**config.mk**
```make
export PLATFORM = sky130hd
export DESIGN_NAME = tensor_stream_reader_flat
export DESIGN_NICKNAME = d
export VERILOG_FILES = /design/src/rtl/tensor_stream_reader_if.sv /design/src/rtl/tensor_stream_reader.sv /design/src/flat_wrapper.sv
export SDC_FILE = /design/constraint.sdc
export NUM_CORES = 1
export LEC_CHECK = 0
export ABC_AREA = 1
export CORE_ASPECT_RATIO = 2
export CORE_MARGIN = 4
export CORE_UTILIZATION = 53
export CTS_BUF_LIST = sky130_fd_sc_hd__clkbuf_8 sky130_fd_sc_hd__clkbuf_16
export CTS_CLUSTER_SIZE = 10
export DETAILED_ROUTE_END_ITERATION = 10
export GPL_TIMING_DRIVEN = 0
export PLACE_DENSITY = 0.87
export SLEW_MARGIN = 20
export SYNTH_ARGS = -nofsm -noshare
export SYNTH_HDL_FRONTEND = slang
export SYNTH_SLANG_ARGS = --single-unit
```
**constraint.sdc**
```tcl
create_clock -name clk -period 3.9 [get_ports clk]
set_input_delay 0.975 -clock clk [delete_from_list [all_inputs] [get_ports clk]]
set_output_delay 0.975 -clock clk [all_outputs]
set_load 0.005 [all_outputs]
```
**src/rtl/tensor_stream_reader_if.sv**
```systemverilog
// Output pixel stream of tensor_stream_reader: one tagged word per beat.
// A beat transfers on a cycle where out_valid && out_ready; while out_valid is
// high and out_ready is low, the producer holds out_data/row/col/last unchanged.
interface tensor_stream_reader_if #(
    parameter int D_WIDTH = 32,
    parameter int MAX_W   = 32,
    parameter int MAX_H   = 32
);
    localparam int ROW_W = $clog2(MAX_H);
    localparam int COL_W = $clog2(MAX_W);

    logic               out_valid;
    logic               out_ready;
    logic [D_WIDTH-1:0] out_data;
    logic [ROW_W-1:0]   out_row;
    logic [COL_W-1:0]   out_col;
    logic               out_last;

    modport master (
        output out_valid, out_data, out_row, out_col, out_last,
        input  out_ready
    );

    modport slave (
        input  out_valid, out_data, out_row, out_col, out_last,
        output out_ready
    );
endinterface

```
**src/rtl/tensor_stream_reader.sv**
```systemverilog
// Walks a WxH sub-window of tensor_ram row-major and streams each word with
// row/col/last tags through a small credit-controlled output FIFO.
module tensor_stream_reader #(
    parameter int D_WIDTH    = 32,
    parameter int MAX_W      = 32,
    parameter int MAX_H      = 32,
    parameter int DEPTH      = 1024,
    parameter int FIFO_DEPTH = 2,
    localparam int ADDR_W    = $clog2(DEPTH),
    localparam int CW_W      = $clog2(MAX_W + 1),
    localparam int CH_W      = $clog2(MAX_H + 1)
) (
    input  logic                  clk,
    input  logic                  reset,
    input  logic                  start,
    input  logic [ADDR_W-1:0]     cfg_base,
    input  logic [ADDR_W-1:0]     cfg_pitch,
    input  logic [CW_W-1:0]       cfg_w,
    input  logic [CH_W-1:0]       cfg_h,
    output logic                  ram_re,
    output logic [ADDR_W-1:0]     ram_addr,
    input  logic [D_WIDTH-1:0]    ram_dout,
    tensor_stream_reader_if.master out_if,
    output logic                  busy,
    output logic                  done,
    output logic [1:0]            state_dbg
);
    localparam int ROW_W = $clog2(MAX_H);
    localparam int COL_W = $clog2(MAX_W);
    localparam int PTR_W = $clog2(FIFO_DEPTH);
    localparam int CNT_W = $clog2(FIFO_DEPTH + 1);
    localparam int OCC_W = CNT_W + 1;

    typedef enum logic [1:0] {
        IDLE  = 2'd0,
        ISSUE = 2'd1,
        DRAIN = 2'd2,
        DONE  = 2'd3
    } state_t;

    state_t state, state_nx;

    logic [CW_W-1:0]   w_q;
    logic [CH_W-1:0]   h_q;
    logic [ADDR_W-1:0] pitch_q;
    logic [ADDR_W-1:0] row_base;
    logic [COL_W-1:0]  col;
    logic [ROW_W-1:0]  row;

    logic              inflight;
    logic [ROW_W-1:0]  inf_row;
    logic [COL_W-1:0]  inf_col;
    logic              inf_last;

    logic [D_WIDTH-1:0] f_data [FIFO_DEPTH];
    logic [ROW_W-1:0]   f_row  [FIFO_DEPTH];
    logic [COL_W-1:0]   f_col  [FIFO_DEPTH];
    logic               f_last [FIFO_DEPTH];
    logic [PTR_W-1:0]   wr_ptr, rd_ptr;
    logic [CNT_W-1:0]   fifo_count;

    logic             col_end, row_end, issue_last;
    logic [OCC_W-1:0] occupancy;
    logic             fifo_empty, pop_any, fifo_push, fifo_pop, drained;

    // occupancy counts the FIFO plus the read whose data is still on ram_dout;
    // bounding it by FIFO_DEPTH is what makes a FIFO overflow impossible.
    always_comb begin
        col_end    = (CW_W'(col) == w_q - CW_W'(1));
        row_end    = (CH_W'(row) == h_q - CH_W'(1));
        issue_last = col_end && row_end;
        occupancy  = OCC_W'(fifo_count) + OCC_W'(inflight);
        ram_re     = (state == ISSUE) && (occupancy < OCC_W'(FIFO_DEPTH));
        ram_addr   = row_base + ADDR_W'(col);
        fifo_empty = (fifo_count == '0);
        pop_any    = out_if.out_valid && out_if.out_ready;
        fifo_pop   = !fifo_empty && out_if.out_ready;
        // With an empty FIFO the arriving word is offered directly and only
        // stored if the consumer does not take it this cycle.
        fifo_push  = inflight && !(fifo_empty && out_if.out_ready);
        drained    = ((occupancy - OCC_W'(pop_any)) == '0);
    end

    assign out_if.out_valid = !fifo_empty || inflight;
    assign out_if.out_data  = !fifo_empty ? f_data[rd_ptr] : (inflight ? ram_dout : '0);
    assign out_if.out_row   = !fifo_empty ? f_row[rd_ptr]  : (inflight ? inf_row  : '0);
    assign out_if.out_col   = !fifo_empty ? f_col[rd_ptr]  : (inflight ? inf_col  : '0);
    assign out_if.out_last  = !fifo_empty ? f_last[rd_ptr] : (inflight && inf_last);

    always_ff @(posedge clk) begin
        if (reset) begin
            state <= IDLE;
        end else begin
            state <= state_nx;
        end
    end

    // Zero-size tiles pass through DRAIN, where nothing is outstanding, so
    // done lands two cycles after start just as a first beat would.
    always_comb begin
        state_nx = state;
        case (state)
            IDLE:  if (start) state_nx = (cfg_w == '0 || cfg_h == '0) ? DRAIN : ISSUE;
            ISSUE: if (ram_re && issue_last) state_nx = DRAIN;
            DRAIN: if (drained) state_nx = DONE;
            DONE:  state_nx = IDLE;
            default: state_nx = IDLE;
        endcase
    end

    always_comb begin
        busy      = (state == ISSUE) || (state == DRAIN);
        done      = (state == DONE);
        state_dbg = state;
    end

    always_ff @(posedge clk) begin
        if (reset) begin
            w_q      <= '0;
            h_q      <= '0;
            pitch_q  <= '0;
            row_base <= '0;
            col      <= '0;
            row      <= '0;
            inflight <= 1'b0;
            inf_row  <= '0;
            inf_col  <= '0;
            inf_last <= 1'b0;
        end else begin
            if (state == IDLE && start) begin
                w_q      <= cfg_w;
                h_q      <= cfg_h;
                pitch_q  <= cfg_pitch;
                row_base <= cfg_base;
                col      <= '0;
                row      <= '0;
            end else if (ram_re) begin
                if (col_end) begin
                    col      <= '0;
                    row      <= row + 1'b1;
                    row_base <= row_base + pitch_q;
                end else begin
                    col <= col + 1'b1;
                end
            end
            inflight <= ram_re;
            if (ram_re) begin
                inf_row  <= row;
                inf_col  <= col;
                inf_last <= issue_last;
            end
        end
    end

    always_ff @(posedge clk) begin
        if (reset) begin
            wr_ptr     <= '0;
            rd_ptr     <= '0;
            fifo_count <= '0;
        end else begin
            if (fifo_push) wr_ptr <= wr_ptr + 1'b1;
            if (fifo_pop)  rd_ptr <= rd_ptr + 1'b1;
            if (fifo_push && !fifo_pop) begin
                fifo_count <= fifo_count + 1'b1;
            end else if (!fifo_push && fifo_pop) begin
                fifo_count <= fifo_count - 1'b1;
            end
        end
    end

    always_ff @(posedge clk) begin
        if (fifo_push) begin
            f_data[wr_ptr] <= ram_dout;
            f_row[wr_ptr]  <= inf_row;
            f_col[wr_ptr]  <= inf_col;
            f_last[wr_ptr] <= inf_last;
        end
    end
endmodule

```
**src/flat_wrapper.sv**
```systemverilog
// flat-port wrapper written by rule: the top's interface ports become plain ports
module tensor_stream_reader_flat 
#(
    parameter int D_WIDTH    = 32,
    parameter int MAX_W      = 32,
    parameter int MAX_H      = 32,
    parameter int DEPTH      = 1024,
    parameter int FIFO_DEPTH = 2,
    localparam int ADDR_W    = $clog2(DEPTH),
    localparam int CW_W      = $clog2(MAX_W + 1),
    localparam int CH_W      = $clog2(MAX_H + 1)
)
  (clk, reset, start, cfg_base, cfg_pitch, cfg_w, cfg_h, ram_re, ram_addr, ram_dout, busy, done, state_dbg, out_if_out_valid, out_if_out_data, out_if_out_row, out_if_out_col, out_if_out_last, out_if_out_ready);
  tensor_stream_reader_if #(.D_WIDTH(D_WIDTH), .MAX_W(MAX_W), .MAX_H(MAX_H)) out_if_i ();
  input  logic clk;
  input  logic reset;
  input  logic start;
  input  logic [ADDR_W-1:0] cfg_base;
  input  logic [ADDR_W-1:0] cfg_pitch;
  input  logic [CW_W-1:0] cfg_w;
  input  logic [CH_W-1:0] cfg_h;
  output logic ram_re;
  output logic [ADDR_W-1:0] ram_addr;
  input  logic [D_WIDTH-1:0] ram_dout;
  output logic busy;
  output logic done;
  output logic [1:0] state_dbg;
  output wire logic [$bits(out_if_i.out_valid)-1:0] out_if_out_valid;
  output wire logic [$bits(out_if_i.out_data)-1:0] out_if_out_data;
  output wire logic [$bits(out_if_i.out_row)-1:0] out_if_out_row;
  output wire logic [$bits(out_if_i.out_col)-1:0] out_if_out_col;
  output wire logic [$bits(out_if_i.out_last)-1:0] out_if_out_last;
  input wire logic [$bits(out_if_i.out_ready)-1:0] out_if_out_ready;
  assign out_if_out_valid = out_if_i.out_valid;
  assign out_if_out_data = out_if_i.out_data;
  assign out_if_out_row = out_if_i.out_row;
  assign out_if_out_col = out_if_i.out_col;
  assign out_if_out_last = out_if_i.out_last;
  assign out_if_i.out_ready = out_if_out_ready;
  tensor_stream_reader #(.D_WIDTH(D_WIDTH), .MAX_W(MAX_W), .MAX_H(MAX_H), .DEPTH(DEPTH), .FIFO_DEPTH(FIFO_DEPTH)) u_core (.clk(clk), .reset(reset), .start(start), .cfg_base(cfg_base), .cfg_pitch(cfg_pitch), .cfg_w(cfg_w), .cfg_h(cfg_h), .ram_re(ram_re), .ram_addr(ram_addr), .ram_dout(ram_dout), .out_if(out_if_i), .busy(busy), .done(done), .state_dbg(state_dbg));
endmodule
```
==> results.md <==
* Status: completed
* CP Max Fanout at 6
* Syn_nets at 885
* Synth top cells by count: nor2_1 (147), edfxtp_1 (86), nand3_1 (78)
* Ys flop type: edfxtp_1
* Clock buffer count from CTS at 17
* Via Count at 6,226
* Max clock buf depth at 2
* TNS Setup at 0 ps
* Area of the core at 13,400 sq um
* Sequential power share at 32.1%
* Final critical-path share of the clock period at 97.6%
* Met1 Track Usage GR at 23.1%
* DIE WIDTH at 90.3 microns
* Switching Fraction at 37.0%
* Largest net degree at the start of global routing at 27
* Antenna Cells at 0
* Top cell type's share of synthesized area at 36.0%
* Fmax at 0.263 GHz
* Leakage power at 3.63 nW
* Initial Utilization at 53.8%
* H-tree depth at 4
* GPL Wtd Cong at 0.876
* Most frequent CP cell: nor2_1
* Clock slew at reported path FFs at 60 ps
* RSZ-0062 raised after global routing: no
* Kind of critical path: reg -> out
* Final net count at 1,034
* Synthesis Warnings at 0
* Starting DRT DRC Count at 281
* Post-CTS setup buffer count at 0
* Pwr dens at 703 nW/um^2
* GRT overflow at 0
* Fin. Hold Viols at 0
* Rows at 60
* Crit. End Element: primary output
* Slowest stage delay, CP at 550 ps
* Final Power at 0.00658 W
* Vias in the first global route at 6,409
* P_int at 0.00415 W
* Clock power frac at 25.6%
* FF+latch count, synth at 147
* GRT Max-Usage Layer: met2
* DR pass1 iterations at 5
* Post-Syn Instances at 787
* Area Growth Syn to Fin at 30.3%
* I/O pin count at 127
* DP Wirelength at 13,700 microns
* Normalized max-slew margin at 53.0%
* Post-synth top area cell: edfxtp_1
* Layout Skew at 13.9 ps
* Initial antenna violation count at 0
* Final count of pins violating max slew at 0
* Syn Std Cell Area at 7180 sq um
* Post-route ant nets at 0
* Clock latency on the worst-skew pair at 420 ps
* Tmin final at 3810 ps
* Critical path's slowest cell: clkdlybuf4s50_1
* GRT Total Usage at 24.4%
* Max rail drop VDD at 0.000435 V
* Sequential area share after synthesis at 53.0%
* Met2 Use GR at 48.6%
* Max_cap viols at 0
* Critical path data required time at 2920 ps
* Die area at 15,600 sq um
* CTS sink cnt at 147
* Asr flop ratio synth at 0%
* Final design utilization at 70.0%
* Most frequent cell after synthesis: nor2_1
* Top cells by area, synth: edfxtp_1 (36%), dfxtp_1 (17%), nor2_1 (7.7%), nand3_1 (5.4%), ha_1 (4.9%)
* EDFF count, synth at 86
* Post-synth cell types at 44
* Layout cells sized above 1 at 7.48%
* Startpoint types: flip-flop
* Worst-Margin Slew at 702 ps
* Final WL at 19,000 microns
* Final setup fails at 0
* Die Y at 173 microns
* # DRC at 0
* Met3 Usage GRT at 4.61%
* Tightest Hold Check Type: reg -> reg
* Worst path arrival time at 2830 ps
* Average wire per standard cell at 17.2 microns
* Crit-path cells: inv_1 -> fa_1 -> nor2_1 -> a211oi_2 -> nor2_1 -> o21ai_1 -> nor2_1 -> xor2_1 -> clkdlybuf4s50_1
* Net switching power at 0.00243 W
* Combinational Power Share at 42.3%
* Syn Area/Cell at 9.13 sq um
* IO buf count at 126
* Via density at 5.64
* Root Driver: clkbuf_16
* CTS tree: done
* First-pass GRT wire length at 30,600 microns
-- state kept, by name, indices dropped and copies added, names as in the netlist, 2 cells and up, named ones only --
signal             cells
u_core.col             5
u_core.f_col          10
u_core.f_data         64
u_core.f_last          2
u_core.f_row          10
u_core.fifo_count      2
u_core.h_q             6
u_core.inf_col         5
u_core.inf_row         5
u_core.pitch_q        10
u_core.row             5
u_core.row_base       10
u_core.state_dbg       2
u_core.w_q             6
-- per-stage QoR --
step	std cells	worst slack, ps	hold WS, ps	cell area (sq um)
global route	1104	0.280	493	9360
floorplan	787	371	426	7180
global placement	1068	-1060	434	8640
CTS	1104	16.3	472	9350
detailed placement	1072	378	455	8740
finish	1104	93.1	477	9360
-- metal layers --
layer | share of wire (%) | vias up | wire, microns
met2 | 57 | 238 | 10800
met1 | 35 | 2922 | 6630
li1 | - | 3018 | -
met5 | 0 | - | 0
met3 | 4.6 | 48 | 867
met4 | 3.6 | 0 | 689
-- worst max-delay path, delay by kind of cell, from the launching register on --
family                     cells  cell delay, ps
adders and majority gates      1             480
xor gates and xnor gates       1             260
and+or+nand+nor                3             380
AOI/OAI and AO/OA              2             160
buffers and inverters          2             710
DFF                            1             410
-- power by group through the flow --
stage	Sequential, W	Clock, W	Combinational (W)
floorplan	0.00209	0	0.00156
detailed placement	0.00213	0	0.00274
CTS	0.00211	0.00170	0.00279
global placement	0.00213	0	0.00264
finish	0.00211	0.00168	0.00278
global route	0.00214	0.00176	0.00305
-- final cells by class --
type | count | area [sq um]
plain buffers | 37 | 164
clock buffers | 17 | 425
clock inverters | 15 | 189
fillers | 944 | 4000
inverters | 69 | 264
multi-input cells | 534 | 2970
flip-flops and latches | 147 | 3810
well taps | 155 | 194
repair buffers | 130 | 1340
-- path summary, 6_finish.rpt --
path	start	endpoint	slack [ps]	cells past startpoint
min reg2reg	u_core.rd_ptr	u_core.rd_ptr	480	1
max	u_core.col[1]	ram_addr[8]	90	9
min	u_core.rd_ptr	u_core.rd_ptr	480	1
max reg2reg	u_core.fifo_count[0]	u_core.state_dbg[0]	1020	11
-- placed cells by master, fill, tap and decap left out, drive strengths merged, types with 15 or more instances in the layout --
cell / Yosys / layout
clkdlybuf4s50: 0 / 126
o31ai: 42 / 42
a21oi: 49 / 49
inv: 67 / 75
nand2: 80 / 80
clkbuf: 27 / 44
nand3: 81 / 81
dfxtp: 61 / 61
xor2: 15 / 15
o21ai: 57 / 57
edfxtp: 86 / 86
nor2: 150 / 150
ha: 28 / 28
-- cell families (layout without fill, tap and decap cells) --
group	after synthesis	in the layout	share of synthesized area (%)
XOR/XNOR	22	22	2.68
flip-flops	147	147	53.0
adder cells (fa/ha/maj)	30	30	5.43
AO/OA/AOI/OAI	161	161	13.7
AND/OR/NAND/NOR	321	321	19.3
buffers and inverters	106	268	5.96
-- timing repair --
action / 4_1_cts / 5_1_grt
pin swaps: 0 / 0
hold buffers: 0 / 0
resized for setup: 2 / 3
endpoints found under the setup margin: 1 / 2
Note: power is estimated with default switching activity, not from simulation.
==> patch 1: new RTL, config.mk and constraints unchanged <==
Reset style: asynchronous (`reset`), changed in 3 clocked blocks.
--- a/src/rtl/tensor_stream_reader.sv
+++ b/src/rtl/tensor_stream_reader.sv
@@ -87,7 +87,7 @@
     assign out_if.out_col   = !fifo_empty ? f_col[rd_ptr]  : (inflight ? inf_col  : '0);
     assign out_if.out_last  = !fifo_empty ? f_last[rd_ptr] : (inflight && inf_last);
 
-    always_ff @(posedge clk) begin
+    always_ff @(posedge clk or posedge reset) begin
         if (reset) begin
             state <= IDLE;
         end else begin
@@ -114,7 +114,7 @@
         state_dbg = state;
     end
 
-    always_ff @(posedge clk) begin
+    always_ff @(posedge clk or posedge reset) begin
         if (reset) begin
             w_q      <= '0;
             h_q      <= '0;
@@ -152,7 +152,7 @@
         end
     end
 
-    always_ff @(posedge clk) begin
+    always_ff @(posedge clk or posedge reset) begin
         if (reset) begin
             wr_ptr     <= '0;
             rd_ptr     <= '0;
Function: differs if reset is asserted again (counterexample within 4 cycles, from zero or initial values and one cycle with reset high); with reset held inactive, the same outputs for 4 cycles.
==> patch 1 against the unedited design <==
Sequential cell count is 1 lower; synthesized area rose by 2.4%; via count increased by 2.0%; total power grew 22%; setup slack gained 0.033 ns; worst hold slack got worse by 0.0033 ns; combinational power rose by 40%; design area grew 2.2%; sequential power is 16% higher; wire length up 2.8%; highest routed layer unchanged.
==> patch 1: results <==
[grt]
globalRouteMet3Util = 0.0452
grt_pass1_wl_microns = 31500
grt_use_met2 = 0.472
first_global_vias = 6579
grt_usage = 0.249
grt_max_degree = 59
use_met1 = 0.247

[yosys]
yosysUniqueCellTypes = 34
ys_top_cells_by_area = "edfxtp_1 35%, dfrtp_1 20%, nand2_1 9.0%"
synth_common_cells = "177 x nand2_1, 109 x nor2_1, 86 x edfxtp_1"
synth_nets = 890
syn-mean-instance-area_sq_um = 9.28
ys_async_sr_fraction = 0.411
synth-seq-area-share = 0.555

[hold_path]
worstHoldEndpoint = "u_core.f_row[0][1]"
hp-start = "u_core.inf_row[1]"
hold_depth = 0

[cells_and_area]
drive_above_1_share = 0.0628
nets = 1041
num-nonclk-inverters = 68
fillers = 937
multi_input_gates = 545
fin_cells = 1110
clkCellAreaFrac = 0.0621
multi_input_area_share = 0.303
bufAreaShareNonClock = 0.161
seq_area_sq_mm = 0.00409
signal_buffers = 165

[placement]
placed_cells = 1078
post-place-ws_ns = 0.233
place_congestion = 0.996
dp_hpwl_microns = 14100

[clock_network]
cts.sinks = 146

[setup_path]
slowest_delay_ns = 0.52
reg2reg_from = "u_core.fifo_count[0]"
cp.arrival_ns = 2.80
cp_max_fo = 5
regToRegEndpoint = "u_core.state_dbg[0]"
reg2reg_slack_ns = 1.25

[pwr]
p_leak_nw = 4.01
vdd_drop_max_v = 0.000500

[routing]
met3RoutedLength_microns = 1080
via_per_inst = 5.72
wl_met2_microns = 11000
drt-total-wl_microns = 19600

[sta]
max_freq_ghz = 0.265

[status]
status = "complete, no violations"
[patch 1: stage by stage]
stage	total power [mW]	cell area [sq um]	hold slack, ns	TNS [ns]
after floorplan	4.59	7350	0.442	0
after global placement	6.08	8810	0.445	-90.30
after detailed placement	6.29	8950	0.463	0
after CTS	7.98	9560	0.476	0
after global routing	8.53	9570	0.490	0
final	7.99	9570	0.474	0
[patch 1: worst max-delay path, delay by kind of cell, from the launching register on]
family | cells | cell delay [ns]
flip-flops | 1 | 0.44
AND/OR/NAND/NOR | 2 | 0.20
adder cells (fa/ha/maj) | 1 | 0.49
buffers and inverters | 2 | 0.68
XOR/XNOR | 1 | 0.14
AO/OA/AOI/OAI | 2 | 0.41
[patch 1: cell families after synthesis]
group / count (synthesis) / synth area share
adder cells (fa/ha/maj): 30 / 0.0531
AO/OA/AOI/OAI: 111 / 0.0939
buffers and inverters: 101 / 0.0548
flip-flops: 146 / 0.555
XOR/XNOR: 23 / 0.0274
AND/OR/NAND/NOR: 381 / 0.215
[patch 1: worst max path at each step]
stage,slack [ns],to,cells past startpoint,from
finish,0.13,ram_addr[8],8,u_core.col[1]
global route,0.02,ram_addr[9],9,u_core.col[2]
CTS,0.03,ram_addr[8],9,u_core.col[0]
detailed placement,0.23,ram_addr[8],9,u_core.col[0]
global placement,-1.05,u_core.f_data[1][3],4,out_if_out_ready
floorplan,0.36,u_core.f_col[1][0],3,out_if_out_ready
[patch 1: what timing repair did]
item / CTS / global route
buffers inserted: 0 / 1
resized for setup: 4 / 2
endpoints found under the setup margin: 3 / 2
[patch 1: power groups by stage]
stage	registers, mW	clock network, mW	logic [mW]
finish	2.44	1.65	3.90
floorplan	2.38	0	2.21
global placement	2.45	0	3.64
global route	2.48	1.72	4.32
detailed placement	2.46	0	3.83
CTS	2.43	1.65	3.90
==> patch 2: new RTL, same flow settings <==
Made on the original files. `FIFO_DEPTH` is set to 2 in 2 places; all go to 4.
--- a/src/rtl/tensor_stream_reader.sv
+++ b/src/rtl/tensor_stream_reader.sv
@@ -5,7 +5,7 @@
     parameter int MAX_W      = 32,
     parameter int MAX_H      = 32,
     parameter int DEPTH      = 1024,
-    parameter int FIFO_DEPTH = 2,
+    parameter int FIFO_DEPTH = 4,
     localparam int ADDR_W    = $clog2(DEPTH),
     localparam int CW_W      = $clog2(MAX_W + 1),
     localparam int CH_W      = $clog2(MAX_H + 1)
--- a/src/flat_wrapper.sv
+++ b/src/flat_wrapper.sv
@@ -5,7 +5,7 @@
     parameter int MAX_W      = 32,
     parameter int MAX_H      = 32,
     parameter int DEPTH      = 1024,
-    parameter int FIFO_DEPTH = 2,
+    parameter int FIFO_DEPTH = 4,
     localparam int ADDR_W    = $clog2(DEPTH),
     localparam int CW_W      = $clog2(MAX_W + 1),
     localparam int CH_W      = $clog2(MAX_H + 1)
Formal check against the unedited RTL: not equivalent (Yosys sat finds a counterexample within 4 cycles, from zero or initial values and one cycle with reset high).
==> patch 2 against the unedited design <==
Total power grew 50%; setup slack got worse by 0.041 ns; design area increased by 42%; core utilization fell by 3.4 points; count of clock-buffer cells in the layout grew 10; wire length increased by 50%; synthesized area grew 50%; die area increased by 46%; non-clock buffer count is 18 higher; sequential cell count rose by 90; first-iteration DRC count up 130%; critical path type unchanged; largest cell class unchanged; largest power group unchanged.
==> patch 2: results <==
[routing]
drc = 0
via_per_inst = 5.73
drt_iter0_markers = 660
dr.pass1.iters = 8
drt-total-wl_microns = 28600
ant_nets = 0

[hold_path]
hold_path_class = "flop to flop"

[yosys]
synth_compound_area_frac = 0.146
synth_nets = 1197
yosysUniqueCellTypes = 43
synth_fa_ha_area_frac = 0.0417
ys_async_sr_fraction = 0
synth-edff-count = 172
synth_common_cells = "238 x nor2_1, 172 x edfxtp_1, 145 x o21ai_0"
synth-main-ff-cell = "edfxtp_1"
synth_cells = 1095
synth-seq-area-share = 0.601
synthMuxAreaShare = 0
ys_top_cells_by_area = "edfxtp_1 48%, dfxtp_1 12%, nor2_1 8.3%"
synth-warning-count = 0
synth_xor_area_frac = 0.0179

[grt]
grt_antenna_before_repair = 1
grt_usage = 0.247
grt_pass1_wl_microns = 44000
grt_max_degree = 26

[pwr]
p_leak_nw = 5.01
vdd_drop_max_v = 0.000418
power.switching_mw = 3.62

[cells_and_area]
area_delta_synth_final_pct = 23.4
fin_cells = 1534
drive_above_1_share = 0.0653
largest_register_ffs = 128
fillers = 1446
nets = 1354
reg_top3 = "u_core.f_data: 128 flops, u_core.f_col: 20 flops, u_core.f_row: 20 flops"

[setup_path]
reg2reg_slack_ns = 1.15
cp_max_fo = 10
cp.arrival_ns = 2.87

[clock_network]
cts_root_buf = "clkbuf_16"
cts-buffers-inserted = 27
cts_buffer_depth = 3
clk_latency_ns = 0.52
htreeDepth = 1
cts_setup_buffers = 0
clk_pin_slew_ns = 0.06

[placement]
placed_cells = 1487
dp_hpwl_microns = 19900
io_buffers = 125
place_area_sq_mm = 0.0125
place_congestion = 0.918

[status]
status = "complete, no violations"

[sta]
tightest_slew_ns = 0.789
hold_slack_ns = 0.465
fin_worst_skew_ns = 0.00917
[patch 2: repair_timing]
| action | CTS | global route |
|---|---|---|
| resized for setup | 6 | 18 |
| pin swaps | 0 | 1 |
| gates cloned | 0 | 0 |
| endpoints found under the setup margin | 21 | 23 |
[patch 2: area by class of cell]
| class | count | area share |
|---|---|---|
| repair buffers | 130 | 0.103 |
| inverters | 78 | 0.0222 |
| clock inverters | 21 | 0.00603 |
| diodes | 1 | 0.000189 |
| well taps | 262 | 0.0247 |
| plain buffers | 55 | 0.0179 |
| flip-flops and latches | 237 | 0.488 |
| clock buffers | 27 | 0.0509 |
| multi-input cells | 723 | 0.288 |
[patch 2: cell families (layout without fill, tap and decap cells)]
group | count (synthesis) | after routing
buf+inv | 135 | 311
other cells | 0 | 1
simple gates | 375 | 375
fa+ha+maj | 34 | 34
xor+xnor | 22 | 22
compound gates | 292 | 292
flops | 237 | 237
[patch 2: metal layers]
metal	track usage	part of all wire	vias up
li1	-	-	4123
met1	0.251	0.33	4139
met2	0.470	0.55	429
met3	0.0295	0.062	100
met4	0.136	0.052	0
met5	0	0	-
[patch 2: worst max-delay path, stage by stage, from the launching register on]
cell	delay [ns]
dfxtp_1	0.37
clkbuf_1	0.43
buf_1	0.50
a21oi_1	0.15
a31oi_1	0.33
clkdlybuf4s50_1	0.58
[patch 2: final timing paths]
| check | to | start | depth (start not counted) |
|---|---|---|---|
| hold / removal | u_core.w_q[5] | u_core.w_q[5] | 2 |
| setup reg to reg | u_core.fifo_count[1] | u_core.fifo_count[0] | 9 |
| hold reg to reg | u_core.w_q[5] | u_core.w_q[5] | 2 |
| setup / recovery | out_if_out_row[3] | u_core.inflight | 5 |
[patch 2: through the flow]
stage / total power [mW] / TNS [ns] / worst slack [ns]
CTS: 9.84 / -0.0432 / -0.0432
global placement: 7.49 / -205.58 / -1.26
finish: 9.85 / 0 / 0.0516
floorplan: 5.53 / 0 / 0.468
detailed placement: 7.66 / 0 / 0.360
global route: 10.4 / 0 / 0.0144
[patch 2: power by group through the flow]
stage	Combinational, mW	Sequential, mW	Clock [mW]
after global routing	4.82	3.30	2.26
after CTS	4.41	3.26	2.17
after floorplan	2.30	3.24	0
after global placement	4.20	3.29	0
after detailed placement	4.36	3.30	0
final	4.43	3.27	2.16
